`config.mk`:
```
export PLATFORM = sky130hd
export DESIGN_NAME = hazard_ctrl
export DESIGN_NICKNAME = d
export VERILOG_FILES = /design/src/rtl/cpu_pkg.sv /design/src/rtl/fwd_unit.sv /design/src/rtl/hazard_ctrl.sv
export SDC_FILE = /design/constraint.sdc
export NUM_CORES = 1
export LEC_CHECK = 0
export ABC_AREA = 1
export CAP_MARGIN = 30
export CORE_UTILIZATION = 42
export DETAILED_ROUTE_END_ITERATION = 8
export GPL_TIMING_DRIVEN = 0
export PLACE_DENSITY = 0.88
export SLEW_MARGIN = 30
export SYNTH_ARGS = -nofsm -noshare
export SYNTH_HDL_FRONTEND = slang
export SYNTH_SLANG_ARGS = --single-unit
```
`constraint.sdc`:
```
create_clock -name Clk -period 1.4 [get_ports Clk]
set_input_delay 0.28 -clock Clk [delete_from_list [all_inputs] [get_ports Clk]]
set_output_delay 0.28 -clock Clk [all_outputs]
set_load 0.005 [all_outputs]
```
`src/rtl/cpu_pkg.sv`:
```
// Shared encodings for the 5-stage CPU pipeline control: FSM states,
// forwarding-select values and the default register address width.
package cpu_pkg;

    localparam int REG_AW = 5;

    typedef enum logic [1:0] {
        RUN        = 2'd0,
        MEM_WAIT   = 2'd1,
        FLUSH      = 2'd2,
        LOAD_STALL = 2'd3
    } state_t;

    localparam logic [1:0] FWD_RF    = 2'd0;
    localparam logic [1:0] FWD_EXMEM = 2'd1;
    localparam logic [1:0] FWD_MEMWB = 2'd2;

endpackage

```
`src/rtl/fwd_unit.sv`:
```
// Per-operand forwarding comparator: picks EX/MEM over MEM/WB over the
// register file; register 0 is never forwarded.
module fwd_unit
    import cpu_pkg::*;
#(
    parameter int REG_AW = cpu_pkg::REG_AW
) (
    input  logic [REG_AW-1:0] src,
    input  logic [REG_AW-1:0] mem_rd,
    input  logic              mem_we,
    input  logic [REG_AW-1:0] wb_rd,
    input  logic              wb_we,
    input  logic              late,
    output logic [1:0]        sel
);

    always_comb begin
        sel = FWD_RF;
        if (mem_we && (mem_rd != '0) && (mem_rd == src)) begin
            // A load sitting in MEM only has its data at MEM/WB.
            sel = late ? FWD_MEMWB : FWD_EXMEM;
        end else if (wb_we && (wb_rd != '0) && (wb_rd == src)) begin
            sel = FWD_MEMWB;
        end
    end

endmodule

```
`src/rtl/hazard_ctrl.sv`:
```
// Pipeline sequencing controller: memory-wait freeze, branch flush, load-use
// stall and forwarding selects. Define FORWARDING_EN to enable forwarding.
module hazard_ctrl
    import cpu_pkg::*;
#(
    parameter int REG_AW      = cpu_pkg::REG_AW,
    parameter int MEM_TIMEOUT = 15,
    parameter int CNT_W       = 16
) (
    input  logic              Clk,
    input  logic              Reset,
    input  logic [REG_AW-1:0] id_rs,
    input  logic [REG_AW-1:0] id_rt,
    input  logic              id_uses_rt,
    input  logic [REG_AW-1:0] ex_rd,
    input  logic              ex_reg_write,
    input  logic              ex_mem_read,
    input  logic [REG_AW-1:0] mem_rd,
    input  logic              mem_reg_write,
    input  logic              mem_access,
    input  logic              dmem_ready,
    input  logic              ex_branch_taken,
    output logic              pc_write,
    output logic              if_id_write,
    output logic              if_id_flush,
    output logic              id_ex_bubble,
    output logic              pipe_freeze,
    output logic [1:0]        fwd_a,
    output logic [1:0]        fwd_b,
    output logic [1:0]        state,
    output logic              timeout_err,
    output logic [CNT_W-1:0]  stall_cycles
);

    localparam int TW = $clog2(MEM_TIMEOUT + 1);

    state_t          cur_state;
    state_t          next_state;
    logic [TW-1:0]   tmo_cnt;
    logic            mem_wait;
    logic            tmo_hit;
    logic            detect_en;
    logic            hazard;
    logic [1:0]      sel_a;
    logic [1:0]      sel_b;

    assign mem_wait = mem_access && !dmem_ready;
    assign tmo_hit  = mem_wait && (tmo_cnt == TW'(MEM_TIMEOUT - 1));
    // The MEM_WAIT release cycle advances the pipe, so it must still see hazards.
    assign detect_en = (cur_state == RUN) || (cur_state == MEM_WAIT);
    assign state     = cur_state;

`ifdef FORWARDING_EN
    localparam state_t HAZ_NEXT = LOAD_STALL;

    logic [REG_AW-1:0] wb_rd;
    logic              wb_we;
    logic              late;

    assign late   = (cur_state == LOAD_STALL);
    assign hazard = detect_en && ex_mem_read && (ex_rd != '0) &&
                    ((ex_rd == id_rs) || (id_uses_rt && (ex_rd == id_rt)));

    fwd_unit #(.REG_AW(REG_AW)) u_fwd_a (
        .src(id_rs), .mem_rd(mem_rd), .mem_we(mem_reg_write),
        .wb_rd(wb_rd), .wb_we(wb_we), .late(late), .sel(sel_a)
    );

    fwd_unit #(.REG_AW(REG_AW)) u_fwd_b (
        .src(id_rt), .mem_rd(mem_rd), .mem_we(mem_reg_write),
        .wb_rd(wb_rd), .wb_we(wb_we), .late(late), .sel(sel_b)
    );

    always_ff @(posedge Clk or negedge Reset) begin
        if (!Reset) begin
            wb_rd <= '0;
            wb_we <= 1'b0;
        end else if (!pipe_freeze) begin
            wb_rd <= mem_rd;
            wb_we <= mem_reg_write;
        end
    end
`else
    localparam state_t HAZ_NEXT = RUN;

    logic ex_hit;
    logic mem_hit;

    // Without forwarding, any producer still in EX or MEM blocks the reader.
    assign ex_hit  = (ex_reg_write || ex_mem_read) && (ex_rd != '0) &&
                     ((ex_rd == id_rs) || (id_uses_rt && (ex_rd == id_rt)));
    assign mem_hit = mem_reg_write && (mem_rd != '0) &&
                     ((mem_rd == id_rs) || (id_uses_rt && (mem_rd == id_rt)));
    assign hazard  = detect_en && (ex_hit || mem_hit);
    assign sel_a   = FWD_RF;
    assign sel_b   = FWD_RF;
`endif

    // NOTE: every output gets a default before any branch so no latch is inferred.
    always_comb begin
        pc_write     = 1'b1;
        if_id_write  = 1'b1;
        if_id_flush  = 1'b0;
        id_ex_bubble = 1'b0;
        pipe_freeze  = 1'b0;
        fwd_a        = FWD_RF;
        fwd_b        = FWD_RF;
        next_state   = RUN;
        if (Reset) begin
            fwd_a = sel_a;
            fwd_b = sel_b;
            if (mem_wait) begin
                pipe_freeze = 1'b1;
                pc_write    = 1'b0;
                if_id_write = 1'b0;
                next_state  = tmo_hit ? RUN : MEM_WAIT;
            end else if (ex_branch_taken) begin
                if_id_flush  = 1'b1;
                id_ex_bubble = 1'b1;
                next_state   = FLUSH;
            end else if (hazard) begin
                pc_write     = 1'b0;
                if_id_write  = 1'b0;
                id_ex_bubble = 1'b1;
                next_state   = HAZ_NEXT;
            end
        end
    end

    // NOTE: sequential state uses non-blocking assignments so all registers
    // sample the same pre-edge values.
    always_ff @(posedge Clk or negedge Reset) begin
        if (!Reset) begin
            cur_state    <= RUN;
            tmo_cnt      <= '0;
            timeout_err  <= 1'b0;
            stall_cycles <= '0;
        end else begin
            cur_state <= next_state;
            if (mem_wait && !tmo_hit) begin
                tmo_cnt <= tmo_cnt + 1'b1;
            end else begin
                tmo_cnt <= '0;
            end
            if (tmo_hit) begin
                timeout_err <= 1'b1;
            end
            if (!pc_write && (stall_cycles != '1)) begin
                stall_cycles <= stall_cycles + 1'b1;
            end
        end
    end

endmodule

```
==> results of run 1 <==
## cell families after synthesis
logic type,Yosys count
fa+ha+maj,3
xor+xnor,15
compound gates,4
buf+inv,52
other cells,1
simple gates,175
flops,23
## worst reg2reg max path, cell delays in order, from the launching register on
cell and delay (ns):
dfrtp_2 0.48, ha_4 0.18, nand3_4 0.07, nor2_4 0.15, nand4_4 0.17, buf_6 0.17
nand2_4 0.08, buf_6 0.15, nand2_2 0.05, nand2_1 0.06
## cell type report
cell class / instances / area (sq um)
fill: 259 / 1000
inverter: 43 / 189
multi-input combinational: 201 / 1260
tap: 50 / 62.6
timing repair buffer: 85 / 797
sequential: 23 / 584
clock buffer: 3 / 41.3
clock inverter: 1 / 5.00
buffer: 9 / 93.8
## metrics by stage
step	setup TNS [ns]	hold WS, ns	std cells
floorplan	-0.170	-0.0156	276
global placement	-30.90	0.460	378
global route	-4.91	0.146	415
finish	-3.89	0.0968	415
detailed placement	-15.83	0.302	378
CTS	-3.93	0.276	408
## placed cells by master (no fill, tap or decap), types with 3 or more instances in the layout
cell	instances
nand2_1	70
nand2_2	31
buf_4	28
inv_1	23
buf_6	23
dlygate4sd2_1	23
nor2_1	17
dfrtp_1	16
nand3_2	15
inv_2	13
nand3_1	12
nor2_2	8
buf_8	8
xor2_1	8
nand2_4	7
buf_2	7
dfrtp_2	7
xnor2_1	6
inv_4	5
conb_1	4
nor3_4	3
nand4_1	3
nor3_1	3
clkbuf_8	3
## per-layer routing
metal  track usage (%)  vias to the layer above  routed length, um
met5                 0                        -                  0
met3              4.39                       36                479
met2              49.0                      123               3230
met1              30.5                     1044               2460
met4              12.0                        0                282
li1                  -                     1010                  -
## synth_stat cells
library cell	count
buf_4	6
nor2_4	1
nor4_1	1
a21oi_1	1
nor3_1	5
nand3_1	27
dfrtp_1	23
inv_2	6
ha_1	3
conb_1	1
nor2_1	25
nor3_2	1
buf_2	1
xnor2_1	6
buf_6	2
inv_1	37
nor3_4	1
nand2_4	2
xor2_1	9
nand2_1	105
nand3_2	2
nand2_2	1
o21bai_1	1
nand4_1	3
nand4_4	1
o21ai_0	2
## registers in the layout (all words and copies together) (netlist names)
signal and flops:
stall_cycles 16, state 2, timeout_err 1, tmo_cnt 4
## power breakdown
| part | internal (mW) | switching (mW) |
|---|---|---|
| Sequential | 0.722 | 0.0942 |
| Combinational | 0.409 | 0.412 |
| Clock | 0.200 | 0.247 |
## path summary, 6_finish.rpt
path | slack, ns | end | startpoint
max in group asynchronous | 0.88 | stall_cycles[2] | Reset
worst min register to register | 0.53 | stall_cycles[3] | stall_cycles[3]
worst max-delay path | -0.31 | pc_write | ex_rd[1]
min in group Clk | 0.24 | state[1] | Reset
worst max register to register | -0.23 | stall_cycles[6] | stall_cycles[0]
worst min-delay path | 0.1 | stall_cycles[15] | Reset
## what timing repair did
item / 4_1_cts / 5_1_grt
pin swaps: 46 / 45
resized for setup: 195 / 65
setup buffers: 23 / 9
endpoints found under the hold margin: 23 / 0
setup endpoints to repair: 39 / 21
hold buffers: 1 / 0
gates cloned: 2 / 0
==> results.py, run 1 <==
metrics = {
    "status": {
        "status": "complete, but fails checks",
        "failed_checks": "setup timing",
    },
    "synthesis": {
        "synthMuxAreaShare_pct": 0,
        "synthCells": 273,
        "synthAdderAreaFrac_pct": 2.10,
        "yosys-top-cells-area": "dfrtp_1 32%, nand2_1 22%, inv_1 7.8%",
        "syn_avg_cell_area_sq_um": 6.54,
        "ys_types": 26,
        "syn_area_sq_um": 1790,
        "synth-simple-area-share_pct": 43.7,
        "yosysWarningCount": 0,
        "synth_xor_area_share_pct": 7.36,
        "synth-compound-area-share_pct": 1.26,
        "yosysTopAreaCellShare_pct": 32.2,
        "yosys.area.top_type": "dfrtp_1",
        "yosysSeqAreaShare_pct": 32.2,
        "synth_top_family_by_area": "simple AND/OR/NAND/NOR gates",
        "synth_seq_cells": 23,
    },
    "worst_setup_path": {
        "required_ns": 1.12,
        "crit_family": "simple AND/OR/NAND/NOR gates",
        "cpPeakStageDelay_ns": 0.13,
        "critPathLaunchType": "input pin",
        "r2r_cells": 9,
        "path_class": "in -> out",
        "cp_max_fo": 3,
        "cp.arrival_ns": 1.43,
        "critPathBufInv": 6,
        "crit_path_end_kind": "primary output",
        "cp_cell_sequence": "buf_12 > inv_8 > nand2_4 > nand2_2 > nor2_2 > nand3_1 > nand2_1 > nand2_1 > nand2_2 > nand3_2 > nand2_4 > buf_8 > inv_4 > buf_6 > buf_6",
        "path_depth": 15,
        "cpMaxStageDelayCell": "nor2_2",
    },
    "finish": {
        "drive_above_1_share_pct": 47.1,
        "area_growth_pct": 69.7,
        "diodes": 0,
        "design_area_sq_um": 3030,
        "nNetsFinal": 398,
        "fin_util_pct": 75.2,
    },
    "floorplan": {
        "die_area_sq_um": 4520,
        "die-width_um": 67.2,
        "fp-row-count": 23,
        "start_util_pct": 44.3,
        "die_h_um": 67.2,
        "core_area_sq_um": 4030,
        "ios": 57,
    },
    "placement": {
        "hpwl_um": 3310,
        "placed_area_sq_um": 2460,
        "dp_slack_ns": -1.28,
        "gp_congestion": 0.864,
        "io_buffers": 52,
    },
    "power_and_ir_drop": {
        "ir_drop_v": 0.000466,
        "p_total_mw": 2.08,
        "p_leak_nw": 1.65,
        "power.density_nw_per_um2": 688,
    },
    "route": {
        "ant_nets": 0,
        "vias_per_cell": 5.33,
        "drt_iter0_markers": 210,
        "routedWlPerCell_um": 15.5,
        "post-route-drc-count": 0,
        "firstDrtPassIters": 4,
        "drt_wl_total_um": 6450,
        "vias": 2213,
    },
    "job": {
        "cap_violations": 0,
    },
    "clock_network": {
        "tritoncts": "done",
        "clk_latency_ns": 0.28,
        "max-clock-path-buffers": 2,
        "numCtsBuffers": 3,
        "cts_sinks": 23,
        "path_clk_slew_ns": 0.10,
        "clockRootBuffer": "clkbuf_8",
        "h-tree-depth": 1,
    },
    "sta": {
        "drv_slew": 0,
        "tightest_slew_ns": 0.554,
        "fin_crit_sh_pct": 122,
        "setup_viol": 20,
        "rsz0062_at_grt": "yes",
        "slew-limit-headroom_pct": 63.1,
        "fmax_mhz": 585,
        "finalHoldViolCount": 0,
        "fin_worst_skew_ns": 0.0139,
        "setup_ws_ns": -0.310,
        "period_minus_slack_ns": 1.71,
    },
    "global_routing": {
        "grt_max_degree": 24,
        "grt_first_pass_wirelength_um": 9110,
        "grt_pass1_vias": 2069,
        "overflow": 0,
        "grt_usage_pct": 26.9,
        "antenna_found_initial": 0,
    },
    "worst_hold_path": {
        "min_path_type": "in -> async",
    },
}
(Power assumes the default switching activity.)
==> run 2: changes to the inputs <==
- CORE_MARGIN: default -> 4
==> run 2 against run 1 <==
Effect of this change: the run still ends with setup timing left; sequential power down 1%; first-iteration DRC count up 1.9%; sequential cell count unchanged; combinational power up 4.8%; clock skew down 0.0040 ns; routed wire length up 15%; sequential share of layout area down 0.95 points; non-clock buffer count up 11; die area up 19%; global-route usage down 3.7 points; setup slack worse by 0.12 ns.
==> results.py, run 2 (same netlist as run 1, synthesis figures left out) <==
metrics = {
    "floorplan": {
        "die_area_sq_um": 5360,
        "die-width_um": 73.2,
        "die_h_um": 73.2,
        "core_area_sq_um": 4060,
        "ios": 57,
        "fp-row-count": 23,
        "start_util_pct": 44.0,
    },
    "worst_setup_path": {
        "rr_startpoint": "stall_cycles[0]",
        "path_class": "in -> out",
        "crit_family": "simple AND/OR/NAND/NOR gates",
        "cp_max_fo": 3,
        "cpPeakStageDelay_ns": 0.13,
        "cp_cell_sequence": "buf_6 > inv_2 > nand2_1 > nand2_1 > nor2_1 > nand3_1 > nand2_1 > nand2_1 > nand2_2 > nand3_2 > nand2_4 > buf_8 > inv_6 > buf_6 > buf_6",
        "startpoint": "id_rs[0]",
        "critPathLaunchType": "input pin",
        "required_ns": 1.12,
        "crit_path_end_kind": "primary output",
        "cp.arrival_ns": 1.55,
        "critPathBufInv": 6,
        "crit_top_cell": "nand2_1",
        "cpMaxStageDelayCell": "nor2_1",
    },
    "placement": {
        "placed_area_sq_um": 2460,
        "io_buffers": 52,
        "dp_slack_ns": -1.26,
        "hpwl_um": 3400,
        "gp_congestion": 0.917,
    },
    "global_routing": {
        "grt_pass1_vias": 2123,
        "overflow": 0,
        "grt_usage_pct": 23.2,
        "antenna_found_initial": 0,
        "grt_first_pass_wirelength_um": 9670,
        "grt_max_degree": 24,
    },
    "route": {
        "firstDrtPassIters": 5,
        "vias": 2341,
        "post-route-drc-count": 0,
        "drt_iter0_markers": 214,
        "vias_per_cell": 5.50,
        "routedWlPerCell_um": 17.3,
        "drt_wl_total_um": 7390,
        "ant_nets": 0,
    },
    "sta": {
        "period_minus_slack_ns": 1.83,
        "drv_slew": 0,
        "rsz0062_at_grt": "yes",
        "slew-limit-headroom_pct": 64.1,
        "fin_crit_sh_pct": 130,
        "setup_ws_ns": -0.425,
        "setup_viol": 21,
        "fin_worst_skew_ns": 0.00988,
        "tightest_slew_ns": 0.538,
        "finalHoldViolCount": 0,
        "fmax_mhz": 548,
    },
    "power_and_ir_drop": {
        "ir_drop_v": 0.000533,
        "p_leak_nw": 1.75,
        "power.density_nw_per_um2": 675,
        "p_total_mw": 2.14,
    },
    "clock_network": {
        "tritoncts": "done",
        "max-clock-path-buffers": 2,
        "numCtsBuffers": 3,
        "cts_sinks": 23,
        "h-tree-depth": 1,
        "clk_latency_ns": 0.30,
        "path_clk_slew_ns": 0.10,
        "clockRootBuffer": "clkbuf_8",
    },
    "worst_hold_path": {
        "min_path_type": "in -> async",
    },
    "finish": {
        "multi_input_area_sq_um": 1300,
        "final_cell_mix": "74 x nand2_1, 41 x buf_4, 31 x nand2_2, 22 x buf_6, 22 x dlygate4sd2_1",
        "fin_util_pct": 78.2,
        "drive_above_1_share_pct": 48.1,
        "mostFrequentLayoutCell": "nand2_1",
        "nFillCells": 234,
        "largest_reg_flops": 16,
        "nNetsFinal": 409,
        "design_area_sq_um": 3170,
        "diodes": 0,
        "seq_area_sq_um": 582,
        "area_growth_pct": 77.6,
        "top_register": "stall_cycles",
    },
    "status": {
        "failed_checks": "setup timing",
        "status": "complete, but fails checks",
    },
    "job": {
        "cap_violations": 0,
    },
}
run 2: cell types whose count changed in the layout (fill, tap and decap cells not counted), sizes merged:
cell	previous run	this run
dlygate4sd2	23	22
clkdlybuf4s50	2	1
clkbuf	4	5
buf	68	79
dlymetal6s2s	0	1
run 2: area by class of cell:
type	instances	share of cell area [%]
inverter	43	6.04
timing repair buffer	96	28.2
clock inverter	1	0.158
clock buffer	3	1.30
multi-input combinational	201	40.9
buffer	9	3.12
tap	50	1.97
sequential	23	18.3
run 2: final timing paths:
check	to	cells past startpoint	slack [ns]
worst min-delay path	stall_cycles[9]	2	0.08
worst max register to register	stall_cycles[10]	9	-0.23
worst min register to register	timeout_err	1	0.52
worst max-delay path	pc_write	15	-0.43
min in group Clk	state[1]	4	0.34
max in group asynchronous	stall_cycles[0]	2	0.92
run 2: per-layer routing:
metal  GRT usage, %  share of wire, %  up-vias
met5              0                 0        -
met4           11.3               4.7        0
met3           4.68               8.5       37
met2           38.9                49      162
met1           28.0                38     1108
li1               -                 -     1034
run 2: repair_timing:
action / in CTS / in global routing
pin swaps: 37 / 39
gates resized for setup: 194 / 69
endpoints found under the hold margin: 23 / 0
gates cloned: 2 / 0
endpoints found under the setup margin: 39 / 22
setup buffers: 30 / 12
hold buffers: 1 / 0
run 2: metrics by stage:
stage | hold WS (ns) | setup TNS, ns | instances
2_1_floorplan | -0.0156 | -0.170 | 276
3_3_place_gp | 0.461 | -32.13 | 378
3_5_place_dp | 0.299 | -15.41 | 378
4_1_cts | 0.254 | -3.36 | 415
5_1_grt | 0.124 | -5.61 | 426
6_report | 0.0803 | -4.21 | 426
run 2: power by group:
part	switching, mW	internal (mW)	leakage (nW)
Clock	0.273	0.201	0.0255
Combinational	0.426	0.434	1.42
Sequential	0.0850	0.722	0.306
Total	0.784	1.36	1.75
==> run 3: changes to the inputs <==
- CORE_ASPECT_RATIO: default -> 1.4
- CORE_UTILIZATION: 42 -> 40
- CTS_BUF_LIST: default -> sky130_fd_sc_hd__clkbuf_8
- PLACE_DENSITY: 0.88 -> 0.84
==> run 3 against run 2 <==
Effect of this change: core utilization shrank 0.94 points; critical path type unchanged; setup slack gained 0.10 ns; hold slack gained 0.17 ns; final cell count grew 5.4%; global-route usage shrank 0.78 points; the run still ends with setup timing left.
==> results.py, run 3 (same netlist as run 1, synthesis figures left out) <==
metrics = {
    "route": {
        "post-route-drc-count": 0,
        "firstDrtPassIters": 4,
        "drt_iter0_markers": 169,
        "ant_nets": 0,
        "vias_per_cell": 5.00,
        "drt_wl_total_um": 6840,
        "vias": 2247,
        "routedWlPerCell_um": 15.2,
    },
    "clock_network": {
        "max-clock-path-buffers": 2,
        "cts_sinks": 23,
        "path_clk_slew_ns": 0.09,
        "h-tree-depth": 1,
        "numCtsBuffers": 3,
        "tritoncts": "done",
        "clk_latency_ns": 0.27,
        "clockRootBuffer": "clkbuf_8",
    },
    "placement": {
        "hpwl_um": 3510,
        "io_buffers": 52,
        "dp_cells": 388,
        "gp_congestion": 0.892,
    },
    "worst_setup_path": {
        "rr_startpoint": "stall_cycles[0]",
        "cp.arrival_ns": 1.44,
        "path_class": "in -> out",
        "cp_max_fo": 3,
        "crit_path_end_kind": "primary output",
        "r2r_cells": 8,
        "r2r_setup_slack_ns": -0.23,
        "critPathLaunchType": "input pin",
        "startpoint": "ex_rd[0]",
        "required_ns": 1.12,
        "r2r-end": "stall_cycles[8]",
        "crit_end": "pc_write",
    },
    "finish": {
        "area_growth_pct": 84.9,
        "nNetsFinal": 422,
        "top_register": "stall_cycles",
        "largest_reg_flops": 16,
        "final_cells": 449,
        "drive_above_1_share_pct": 50.6,
        "final_cell_mix": "80 x nand2_1, 47 x buf_4, 31 x buf_6, 23 x nand2_2",
        "mostFrequentLayoutCell": "nand2_1",
        "diodes": 0,
    },
    "status": {
        "status": "complete, but fails checks",
        "failed_checks": "setup timing",
    },
    "global_routing": {
        "grt_first_pass_wirelength_um": 9970,
        "top_usage_layer": "met2",
        "grtUsageMet2_pct": 45.2,
        "grt_util_met1_pct": 21.2,
        "grt_pass1_vias": 2279,
        "grt_use_met3_pct": 4.39,
        "grt_max_degree": 26,
        "antenna_found_initial": 0,
        "overflow": 0,
        "grt_usage_pct": 22.4,
    },
    "floorplan": {
        "die_area_sq_um": 5610,
        "die-width_um": 64.5,
        "die_h_um": 87.1,
        "start_util_pct": 41.8,
        "ios": 57,
        "core_area_sq_um": 4270,
        "fp-row-count": 28,
    },
    "power_and_ir_drop": {
        "p_switching_uw": 716,
        "p_int_mw": 1.38,
        "combPwrFrac_pct": 40.7,
        "p_sw_share_pct": 34.1,
        "p_leak_nw": 1.85,
        "clockPowerShare_pct": 20.9,
        "p_total_mw": 2.10,
        "ir_drop_v": 0.000454,
        "power.density_nw_per_um2": 636,
        "seqPwrFrac_pct": 38.4,
    },
    "sta": {
        "fin_worst_skew_ns": 0.00240,
        "setup_viol": 20,
        "fmax_mhz": 580,
        "rsz0062_at_grt": "yes",
        "drv_slew": 0,
        "period_minus_slack_ns": 1.72,
        "finalHoldViolCount": 0,
        "setup_ws_ns": -0.325,
        "fin_crit_sh_pct": 123,
    },
    "worst_hold_path": {
        "min_path_type": "in -> reg",
    },
    "job": {
        "cap_violations": 0,
    },
}
## run 3: cell count changes in the layout (fill, tap and decap cells not counted), moves of 4 or more
cell	change
nand2_1	+6
nand2_2	-8
nand3_2	+6
nand3_1	-4
buf_6	+9
buf_4	+6
## run 3: how the worst min path moves through the flow
stage               slack, ns   startpoint  cells after the start          endpoint
detailed placement       0.30        Reset                      1   stall_cycles[4]
CTS                     -0.09        Reset                      1  stall_cycles[15]
finish                   0.25        Reset                      3          state[1]
floorplan               -0.02        Reset                      0   stall_cycles[0]
global placement         0.46  timeout_err                      1       timeout_err
global route             0.25        Reset                      3          state[1]
## run 3: worst max-delay path, cell delays in order
cell	delay (ns)
buf_8	0.09
inv_4	0.03
nand2_1	0.05
nand2_1	0.05
nor2_1	0.14
nand3_1	0.10
nand2_1	0.09
nand2_1	0.06
nand2_2	0.07
nand3_2	0.08
nand2_4	0.08
buf_8	0.10
inv_4	0.03
buf_6	0.10
buf_6	0.10
## run 3: layer usage
metal / up-vias / routed length (um)
met5: - / 0
met3: 23 / 355
li1: 1054 / -
met1: 1075 / 2350
met2: 95 / 3850
met4: 0 / 274
## run 3: through the flow
step,utilization [%],hold slack [ns],worst slack [ns],TNS [ns],area [sq um]
after floorplan,-,-0.0156,-0.0337,-0.170,1880
after global placement,57.9,0.464,-1.72,-31.83,2470
after detailed placement,57.8,0.299,-1.27,-15.70,2470
after CTS,71.2,-0.0902,-0.288,-1.33,3040
after global routing,77.2,0.254,-0.480,-4.91,3300
final,77.2,0.250,-0.325,-3.14,3300
## run 3: power groups by stage
stage          Clock (mW)  Sequential, mW  Combinational, mW
2_1_floorplan           0           0.815              0.266
3_3_place_gp            0           0.823              0.524
3_5_place_dp            0           0.825              0.545
4_1_cts             0.428           0.791              0.711
5_1_grt             0.461           0.815              0.930
6_report            0.438           0.806              0.853
## run 3: area by class of cell
class	instances	area (sq um)
plain buffers	9	93.8
clock buffers	3	41.3
flip-flops and latches	23	586
repair buffers	109	1020
multi-input cells	201	1300
well taps	60	75.1
inverters	43	184
fillers	302	973
clock inverters	1	5.00
## run 3: repair_timing
item,in CTS,in global routing
gates cloned,2,0
buffers inserted,42,17
hold endpoints to repair,23,23
pin swaps,46,36
endpoints found under the setup margin,39,23
resized for setup,224,52
